## src/rtl/score_pkg.sv

```systemverilog
// Shared types and constants for the score counter bank: FSM state encoding,
// counting-mode constants and the winner-index width helper.
package score_pkg;

    typedef enum logic [1:0] {
        S_IDLE = 2'd0,
        S_PLAY = 2'd1,
        S_WIN  = 2'd2
    } state_e;

    localparam logic MODE_WRAP = 1'b0;
    localparam logic MODE_SAT  = 1'b1;

    // Winner index needs at least one bit even for a single channel.
    function automatic int ch_w(input int n);
        return (n > 1) ? $clog2(n) : 1;
    endfunction

endpackage

```

## src/rtl/score_counter_bank_if.sv

```systemverilog
// Control/score bus between game logic and the score counter bank.
// master drives the controls and strobes; slave is the counter bank.
interface score_counter_bank_if #(
    parameter int NUM_CH = 2,
    parameter int WIDTH  = 4
);
    import score_pkg::*;
    localparam int CH_W = ch_w(NUM_CH);

    logic                    en;
    logic                    start;
    logic                    clear;
    logic                    mode_sat;
    logic [WIDTH-1:0]        limit;
    logic [NUM_CH-1:0]       score_update;
    logic [NUM_CH*WIDTH-1:0] q;
    logic [NUM_CH-1:0]       wrap_pulse;
    logic                    win;
    logic [CH_W-1:0]         winner;

    modport master (
        output en, start, clear, mode_sat, limit, score_update,
        input  q, wrap_pulse, win, winner
    );

    modport slave (
        input  en, start, clear, mode_sat, limit, score_update,
        output q, wrap_pulse, win, winner
    );

endinterface

```

## src/rtl/score_edge_detect.sv

```systemverilog
// Rising-edge detector for one score strobe. With SCORE_SYNC_EN defined the
// input first crosses a 2-flop synchroniser; otherwise it is assumed synchronous.
module score_edge_detect (
    input  logic clk,
    input  logic rst,
    input  logic din,
    output logic ev
);

`ifdef SCORE_SYNC_EN
    logic sync1_q, sync2_q, hist_q;

    always_ff @(posedge clk or posedge rst) begin
        if (rst) begin
            sync1_q <= 1'b0;
            sync2_q <= 1'b0;
            hist_q  <= 1'b0;
        end else begin
            sync1_q <= din;
            sync2_q <= sync1_q;
            hist_q  <= sync2_q;
        end
    end

    assign ev = sync2_q & ~hist_q;
`else
    logic hist_q;

    always_ff @(posedge clk or posedge rst) begin
        if (rst) begin
            hist_q <= 1'b0;
        end else begin
            hist_q <= din;
        end
    end

    assign ev = din & ~hist_q;
`endif

endmodule

```

## src/rtl/score_counter_bank.sv

```systemverilog
// Bank of per-player score counters with an IDLE/PLAY/WIN game FSM.
// Optional input synchroniser selected by SCORE_SYNC_EN (see score_edge_detect).
module score_counter_bank
    import score_pkg::*;
#(
    parameter int NUM_CH = 2,
    parameter int WIDTH  = 4
) (
    input  logic                 clk,
    input  logic                 rst,
    score_counter_bank_if.slave  bus
);

    localparam int CH_W = ch_w(NUM_CH);

    logic [NUM_CH-1:0] ev;

    for (genvar g = 0; g < NUM_CH; g++) begin : g_edge
        score_edge_detect u_edge (
            .clk (clk),
            .rst (rst),
            .din (bus.score_update[g]),
            .ev  (ev[g])
        );
    end

    state_e                        state_q, state_d;
    logic [NUM_CH-1:0][WIDTH-1:0]  q_q, q_d;
    logic [NUM_CH-1:0]             wrap_q, wrap_d;
    logic [CH_W-1:0]               winner_q, winner_d;
    logic [WIDTH-1:0]              nv;
    logic                          hit;

    always_ff @(posedge clk or posedge rst) begin
        if (rst) begin
            state_q  <= S_IDLE;
            q_q      <= '0;
            wrap_q   <= '0;
            winner_q <= '0;
        end else begin
            state_q  <= state_d;
            q_q      <= q_d;
            wrap_q   <= wrap_d;
            winner_q <= winner_d;
        end
    end

    always_comb begin
        state_d  = state_q;
        q_d      = q_q;
        wrap_d   = '0;
        winner_d = winner_q;
        nv       = '0;
        hit      = 1'b0;

        if (bus.clear) begin
            state_d = S_IDLE;
            q_d     = '0;
        end else if (bus.start) begin
            state_d = S_PLAY;
            q_d     = '0;
        end else if (state_q == S_PLAY && bus.en) begin
            for (int i = 0; i < NUM_CH; i++) begin
                if (ev[i]) begin
                    // A count already at/above a (possibly lowered) limit hits the terminal rule.
                    if (q_q[i] >= bus.limit) begin
                        nv        = (bus.mode_sat == MODE_SAT) ? bus.limit : '0;
                        wrap_d[i] = (bus.mode_sat == MODE_WRAP);
                    end else begin
                        nv = q_q[i] + WIDTH'(1);
                    end
                    q_d[i] = nv;
                    // Ascending scan: the lowest-indexed simultaneous hit claims the win.
                    if (bus.mode_sat == MODE_SAT && nv == bus.limit && !hit) begin
                        hit      = 1'b1;
                        winner_d = CH_W'(i);
                    end
                end
            end
            if (hit) begin
                state_d = S_WIN;
            end
        end
    end

    assign bus.q          = q_q;
    assign bus.wrap_pulse = wrap_q;
    assign bus.win        = (state_q == S_WIN);
    assign bus.winner     = winner_q;

endmodule

```

## src/flat_wrapper.sv

```systemverilog
// flat-port wrapper written by rule: the top's interface ports become plain ports
module score_counter_bank_flat import score_pkg::*;
#(
    parameter int NUM_CH = 2,
    parameter int WIDTH  = 4
)
  (clk, rst, bus_en, bus_start, bus_clear, bus_mode_sat, bus_limit, bus_score_update, bus_q, bus_wrap_pulse, bus_win, bus_winner);
  score_counter_bank_if #(.NUM_CH(NUM_CH), .WIDTH(WIDTH)) bus_i ();
  input  logic clk;
  input  logic rst;
  input wire logic [$bits(bus_i.en)-1:0] bus_en;
  input wire logic [$bits(bus_i.start)-1:0] bus_start;
  input wire logic [$bits(bus_i.clear)-1:0] bus_clear;
  input wire logic [$bits(bus_i.mode_sat)-1:0] bus_mode_sat;
  input wire logic [$bits(bus_i.limit)-1:0] bus_limit;
  input wire logic [$bits(bus_i.score_update)-1:0] bus_score_update;
  output wire logic [$bits(bus_i.q)-1:0] bus_q;
  output wire logic [$bits(bus_i.wrap_pulse)-1:0] bus_wrap_pulse;
  output wire logic [$bits(bus_i.win)-1:0] bus_win;
  output wire logic [$bits(bus_i.winner)-1:0] bus_winner;
  assign bus_i.en = bus_en;
  assign bus_i.start = bus_start;
  assign bus_i.clear = bus_clear;
  assign bus_i.mode_sat = bus_mode_sat;
  assign bus_i.limit = bus_limit;
  assign bus_i.score_update = bus_score_update;
  assign bus_q = bus_i.q;
  assign bus_wrap_pulse = bus_i.wrap_pulse;
  assign bus_win = bus_i.win;
  assign bus_winner = bus_i.winner;
  score_counter_bank #(.NUM_CH(NUM_CH), .WIDTH(WIDTH)) u_core (.clk(clk), .rst(rst), .bus(bus_i));
endmodule
```

## config.mk

```make
export PLATFORM = sky130hd
export DESIGN_NAME = score_counter_bank_flat
export DESIGN_NICKNAME = d
export VERILOG_FILES = /design/src/rtl/score_pkg.sv /design/src/rtl/score_counter_bank_if.sv /design/src/rtl/score_edge_detect.sv /design/src/rtl/score_counter_bank.sv /design/src/flat_wrapper.sv
export SDC_FILE = /design/constraint.sdc
export NUM_CORES = 1
export LEC_CHECK = 0
export CORE_UTILIZATION = 33
export CTS_BUF_LIST = sky130_fd_sc_hd__clkbuf_2 sky130_fd_sc_hd__clkbuf_4 sky130_fd_sc_hd__clkbuf_8
export CTS_CLUSTER_SIZE = 20
export DETAILED_ROUTE_END_ITERATION = 10
export PLACE_DENSITY_LB_ADDON = 0.05
export SLEW_MARGIN = 25
export SYNTH_ARGS = -nofsm -noshare
export SYNTH_HDL_FRONTEND = slang
export SYNTH_SLANG_ARGS = --single-unit
```

## constraint.sdc

```tcl
create_clock -name clk -period 3 [get_ports clk]
set_clock_uncertainty 0.1 [all_clocks]
set_input_delay 0.45 -clock clk [delete_from_list [all_inputs] [get_ports clk]]
set_output_delay 0.45 -clock clk [all_outputs]
set_load 0.005 [all_outputs]
```

# Word-level counts from Yosys, hierarchy flattened

Index checks and enable logic that the tools add are counted.

Equality and inequality tests: 4
Reduce and logical (&&, ||, !) cells: 13
Add/sub/neg operators: 2
Bitwise operators: 7
Multiplexer cells: 41
Magnitude comparators: 2

Operators with widths:

| cell                  | number |
|---|---|
| $mux W4               | 13 |
| $mux W8               | 3 |
| $mux W1               | 18 |
| $mux W2               | 7 |
| $reduce_bool A3 Y1    | 4 |
| $add A4 B1 Y4 const B | 2 |
| $eq A4 B4 Y1          | 2 |
| $ge A4 B4 Y1          | 2 |
| $reduce_and A2 Y1     | 3 |
| $not A1 Y1            | 5 |
| $logic_and A1 B1 Y1   | 4 |
| $reduce_and A3 Y1     | 1 |
| $and A1 B1 Y1         | 2 |
| $eq A2 B1 Y1 const B  | 1 |
| $eq A2 B2 Y1 const B  | 1 |
| $logic_not A1 Y1      | 1 |

Flip-flop bits (word level): 15
Word-level logic and storage cells: 76

# Depth between registers and ports, before layout

Depth in word-level cells: 24
Gate-level depth with buffers: 7

# Hierarchy

From an unflattened synthesis, not the netlist that was laid out.

Cells, all modules: 128
Area total of the unflattened synthesis: 1173.6 µm²

By module, submodules not included:

| module             | cells an instance | area each (µm²) | sequential area each (µm²) | instances |
|---|---|---|---|---|
| score_counter_bank | 122               | 1088.5          | 325.3                      | 1 |
| score_edge_detect  | 3                 | 42.5            | 25.0                       | 2 |

# Worst setup path after synthesis

OpenSTA, ideal clock, no wires.

Kind: register to register
Start: register u_core.q_q, in the netlist u_core.bus.q[0]
End: register u_core.q_q, in the netlist u_core.bus.q[2]
Stages on the path, launching flop included: 8
Buffers on the path: 0
Path slack: 0.891 ns
Data arrival time: 1.926 ns
Clock period less this slack: 2.109 ns
Path through: dfrtp_1 inv_1 ha_1 nand2b_1 a211o_1 a21oi_4 mux2_2 o22ai_1

Cells in the longest elaborated chain, start to end: 10
Elaborated cells between the ends (all ways): 11
Those cells by class: add/sub: 1; order compare: 1; mux: 9

RTL lines:

| element                                       | RTL line                                           | RTL |
|---|---|---|
| start: declaration                            | score_counter_bank.sv:28                           | `logic [NUM_CH-1:0][WIDTH-1:0] q_q, q_d;` |
| start signal: assignment                      | score_counter_bank.sv:42                           | `q_q <= q_d;` |
| $add A4 B1 Y4 or $ge A4 B4 Y1 (tied branches) | score_counter_bank.sv:70, score_counter_bank.sv:66 |  |
| $mux W4 *                                     | score_counter_bank.sv:66                           | `if (q_q[i] >= bus.limit) begin` |
| $mux W4 *                                     | score_counter_bank.sv:64                           | `if (ev[i]) begin` |
| $mux W4 *                                     | score_counter_bank.sv:62                           | `end else if (state_q == S_PLAY && bus.en) begin` |
| $mux W4 *                                     | score_counter_bank.sv:59                           | `end else if (bus.start) begin` |
| $mux W4 *                                     | score_counter_bank.sv:56                           | `if (bus.clear) begin` |
| $mux W4 *                                     | score_counter_bank.sv:64                           |  |
| $mux W8 *                                     | score_counter_bank.sv:62                           |  |
| $mux W8 *                                     | score_counter_bank.sv:59                           |  |
| $mux W8 *                                     | score_counter_bank.sv:56                           |  |

Mark *: on every way between the ends. The rest lies on a longest branch, timed or not. The select of a mux whose other input is x is not followed.
A chain may end at the register's enable or synchronous reset.

# Worst setup path after layout

Start: input port bus_limit[1]
End: register u_core.q_q, in the netlist u_core.bus.q[0]

Cells in the longest elaborated chain, start to end: 10

RTL lines:

| element            | RTL line                 | RTL |
|---|---|---|
| start: declaration | flat_wrapper.sv:15       | `input wire logic [$bits(bus_i.limit)-1:0] bus_limit;` |
| $ge A4 B4 Y1       | score_counter_bank.sv:66 |  |
| $mux W4            | score_counter_bank.sv:66 |  |
| $mux W4            | score_counter_bank.sv:64 |  |
| $mux W4            | score_counter_bank.sv:62 |  |
| $mux W4            | score_counter_bank.sv:59 |  |
| $mux W4            | score_counter_bank.sv:56 |  |
| $mux W4            | score_counter_bank.sv:64 |  |
| $mux W8            | score_counter_bank.sv:62 |  |
| $mux W8            | score_counter_bank.sv:59 |  |
| $mux W8            | score_counter_bank.sv:56 |  |

No other way between the ends. The select of a mux whose other input is x is not followed.

==> qor.log <==
[route] routed via count 961
[logic_synthesis] post-synthesis instance total 121
[sta] final max-slew violation count 0
[setup_path] Critical Path Fanout Max 8
[sta] total negative slack 0 ps
[cts] clock-pin slew on the worst setup and hold paths 110 ps
[cts] Clk Latency, worst-skew pair 300 ps
[setup_path] worst endpoint data arrival time 2470 ps
[logic_synthesis] most instantiated flip-flop cell in the synthesis netlist dfrtp_1
[placement] RePlAce Congestion 0.777
[cts] cts bufs inserted 3
[floorplanning] floorplan row count 20
[setup_path] Crit. End Element register
[route] final wirelength 2.69 mm
[sta] peak clock frequency supported by timing 0.425 GHz
[final_layout] layout net count 173
[power] power density over the cells 286 nW/um^2
[power] worst ir drop on vdd 0.145 mV
[cts] number of buffers inserted by post-CTS setup repair 0
[cts] clock sink total 15
[sta] total count of hold-check failures in the final report 0
[setup_path] origin of the critical flop-to-flop path u_core.bus.q[0]$_DFFE_PP0P_
[cts] H-tree depth 1
[logic_synthesis] top-area cell type share of the netlist area 33.1%
[route] detailed-router iteration count before antenna repair 5
[power] Leakage 0.642 nW
[sta] Worst-Margin Slew 604 ps
[global_routing] global-route wire length before repair 4.67 mm
[cts] root buffer cell clkbuf_4
[floorplanning] width of the chip 60.6 um
[cts] quantity of gates resized following cts 0
[cts] clock tree from TritonCTS yes
[floorplanning] area of the die 3670 sq um
[final_layout] fraction of final layout cells with drive strength greater than 1 10.0%
[route] average detailed-routed wire length per instance 13.9 um
[final_layout] commonest cells after routing, fill and taps aside clkdlybuf4s50_1, dfrtp_1, nand2_1, inv_1, ha_1
[floorplanning] top-level I/O count 24
[logic_synthesis] number of synthesized register bits 15
[cts] total of hold buffers inserted after clock tree synthesis 0
[sta] unrepaired setup endpoints after global routing no
[final_layout] fill cell instance count of the final layout 327
[logic_synthesis] net count of the mapped netlist 143
[sta] worst-case headroom to the max-slew limit 59.7%
[route] drt drc 0
[placement] number of port buffers 23
[power] Final Total Pwr 0.418 mW
[floorplanning] vertical die dimension 60.6 um
[logic_synthesis] per-instance average area after synthesis 9.36 sq um
[placement] dpl hpwl 2.10 mm
[setup_path] element type at the critical path start input pin
[final_layout] diode count 0
[floorplanning] effective utilization at floorplan 35.9%
[logic_synthesis] count of distinct cell types in the synthesized netlist 35
[global_routing] number of antenna violations at the first check in global routing 0
[setup_path] category of the most critical setup path input pin to register
[sta] Final setup viols 0
[global_routing] GRT overflow 0
[global_routing] total global routing track utilization 17.5%
[logic_synthesis] sequential-to-total area share from yosys stat 33.1%
[setup_path] Crit path required time 3120 ps
[final_layout] most common cell after layout, fill and taps aside clkdlybuf4s50_1
[final_layout] Synth-to-Final Area Change 29.0%
[global_routing] vias in the first global route 1019
[logic_synthesis] cell type with the largest total area after synthesis dfrtp_1
[sta] Tmin final 2350 ps
[route] post-route antenna net violation count 0
[sta] fraction of the cycle the final worst path needs 78.4%
[flow_run] number of violations of the max-capacitance limit 0
[route] detailed-route vias per instance 4.95
[logic_synthesis] Mapped Area 1130 sq um
[global_routing] largest net degree at the start of global routing 16
[floorplanning] area of the placeable core 3150 sq um
[logic_synthesis] top cells by area in the synthesized netlist dfrtp_1, ha_1, xnor2_1
[worst_hold_path] kind of path behind the tightest hold check input pin to asynchronous set/reset pin
[logic_synthesis] EDFF count, synth 0
[logic_synthesis] async set-or-reset flop fraction in the synthesized netlist 100%
[cts] clock tree buffer depth 2
[route] first-iteration detailed-routing DRC count 34
[run_status] result of the run complete, no violations
[setup_path] worst setup path startpoint bus_limit[1]
[logic_synthesis] number of warnings reported in the yosys synthesis log 0
## registers in the layout (all words and copies together), names as in the netlist
signal,count
u_core.bus.q,8
u_core.bus.wrap_pulse,2
u_core.g_edge.u_edge.hist_q,2
u_core.state_q,2
u_core.bus.winner,1
## synth_stat cells (4+ instances only)
cell type,instances
dfrtp_1,15
mux2i_1,4
nor3_1,4
xor2_1,4
mux2_2,4
o21ai_0,5
ha_1,10
nand2_1,11
o22ai_1,4
inv_1,11
xnor2_1,8
nand3_1,4
nor2_1,7
## path summary, 6_finish.rpt
path,slack [ps],cells past startpoint,to
setup reg to reg,720,7,u_core.bus.q[0]$_DFFE_PP0P_
min in group clk,460,1,u_core.bus.winner$_DFFE_PP0P_
hold reg to reg,460,1,u_core.bus.winner$_DFFE_PP0P_
setup / recovery,650,7,u_core.bus.q[0]$_DFFE_PP0P_
hold / removal,410,2,u_core.g_edge[1].u_edge.hist_q$_DFF_PP0_
max in group asynchronous,2000,2,u_core.bus.q[0]$_DFFE_PP0P_
## where the power goes
group          leakage (nW)  internal [mW]  total (mW)  switching [mW]
logic                 0.422         0.0403      0.0811          0.0408
clock network        0.0177         0.0496       0.126          0.0768
registers             0.202          0.207       0.210         0.00353
total                 0.642          0.297       0.418           0.121
## through the flow
stage / worst slack, ps / util (%) / std cells / cell area [sq um] / hold slack, ps
6_report: 649 / 46.3 / 194 / 1460 / 407
5_1_grt: 556 / 46.3 / 194 / 1460 / 476
4_1_cts: 664 / 46.3 / 194 / 1460 / 432
3_5_place_dp: 349 / 45.4 / 190 / 1430 / 441
3_3_place_gp: 391 / 45.4 / 190 / 1430 / 451
2_1_floorplan: 891 / - / 121 / 1130 / 251
## critical path, cell delays in order
cell	delay, ps
clkdlybuf4s50_1	550
inv_1	100
ha_1	270
a211o_1	290
a21oi_4	280
mux2_2	380
o21ai_0	140
## routing by layer
layer	track usage (%)	vias up	share of wire, %
met5	0	-	0
met3	2.99	4	3.5
met4	7.47	0	1.1
met2	28.4	21	45
li1	-	491	-
met1	23.1	445	51
## cells by family after synthesis
group	Yosys count	synth area share, %
compound gates	26	17.7
mux	8	7.51
buf+inv	11	3.65
xor+xnor	12	9.28
fa+ha+maj	10	11.0
flops	15	33.1
simple gates	39	17.7
## area by class of cell
type | count | area [sq um] | share of cell area, %
clock buffer | 3 | 22.5 | 1.54
clock inverter | 1 | 5.00 | 0.343
inverter | 11 | 41.3 | 2.83
multi-input combinational | 95 | 716 | 49.0
sequential | 15 | 375 | 25.7
tap | 44 | 55.1 | 3.77
timing repair buffer | 25 | 245 | 16.8
Power figures use the tool's default switching activity.
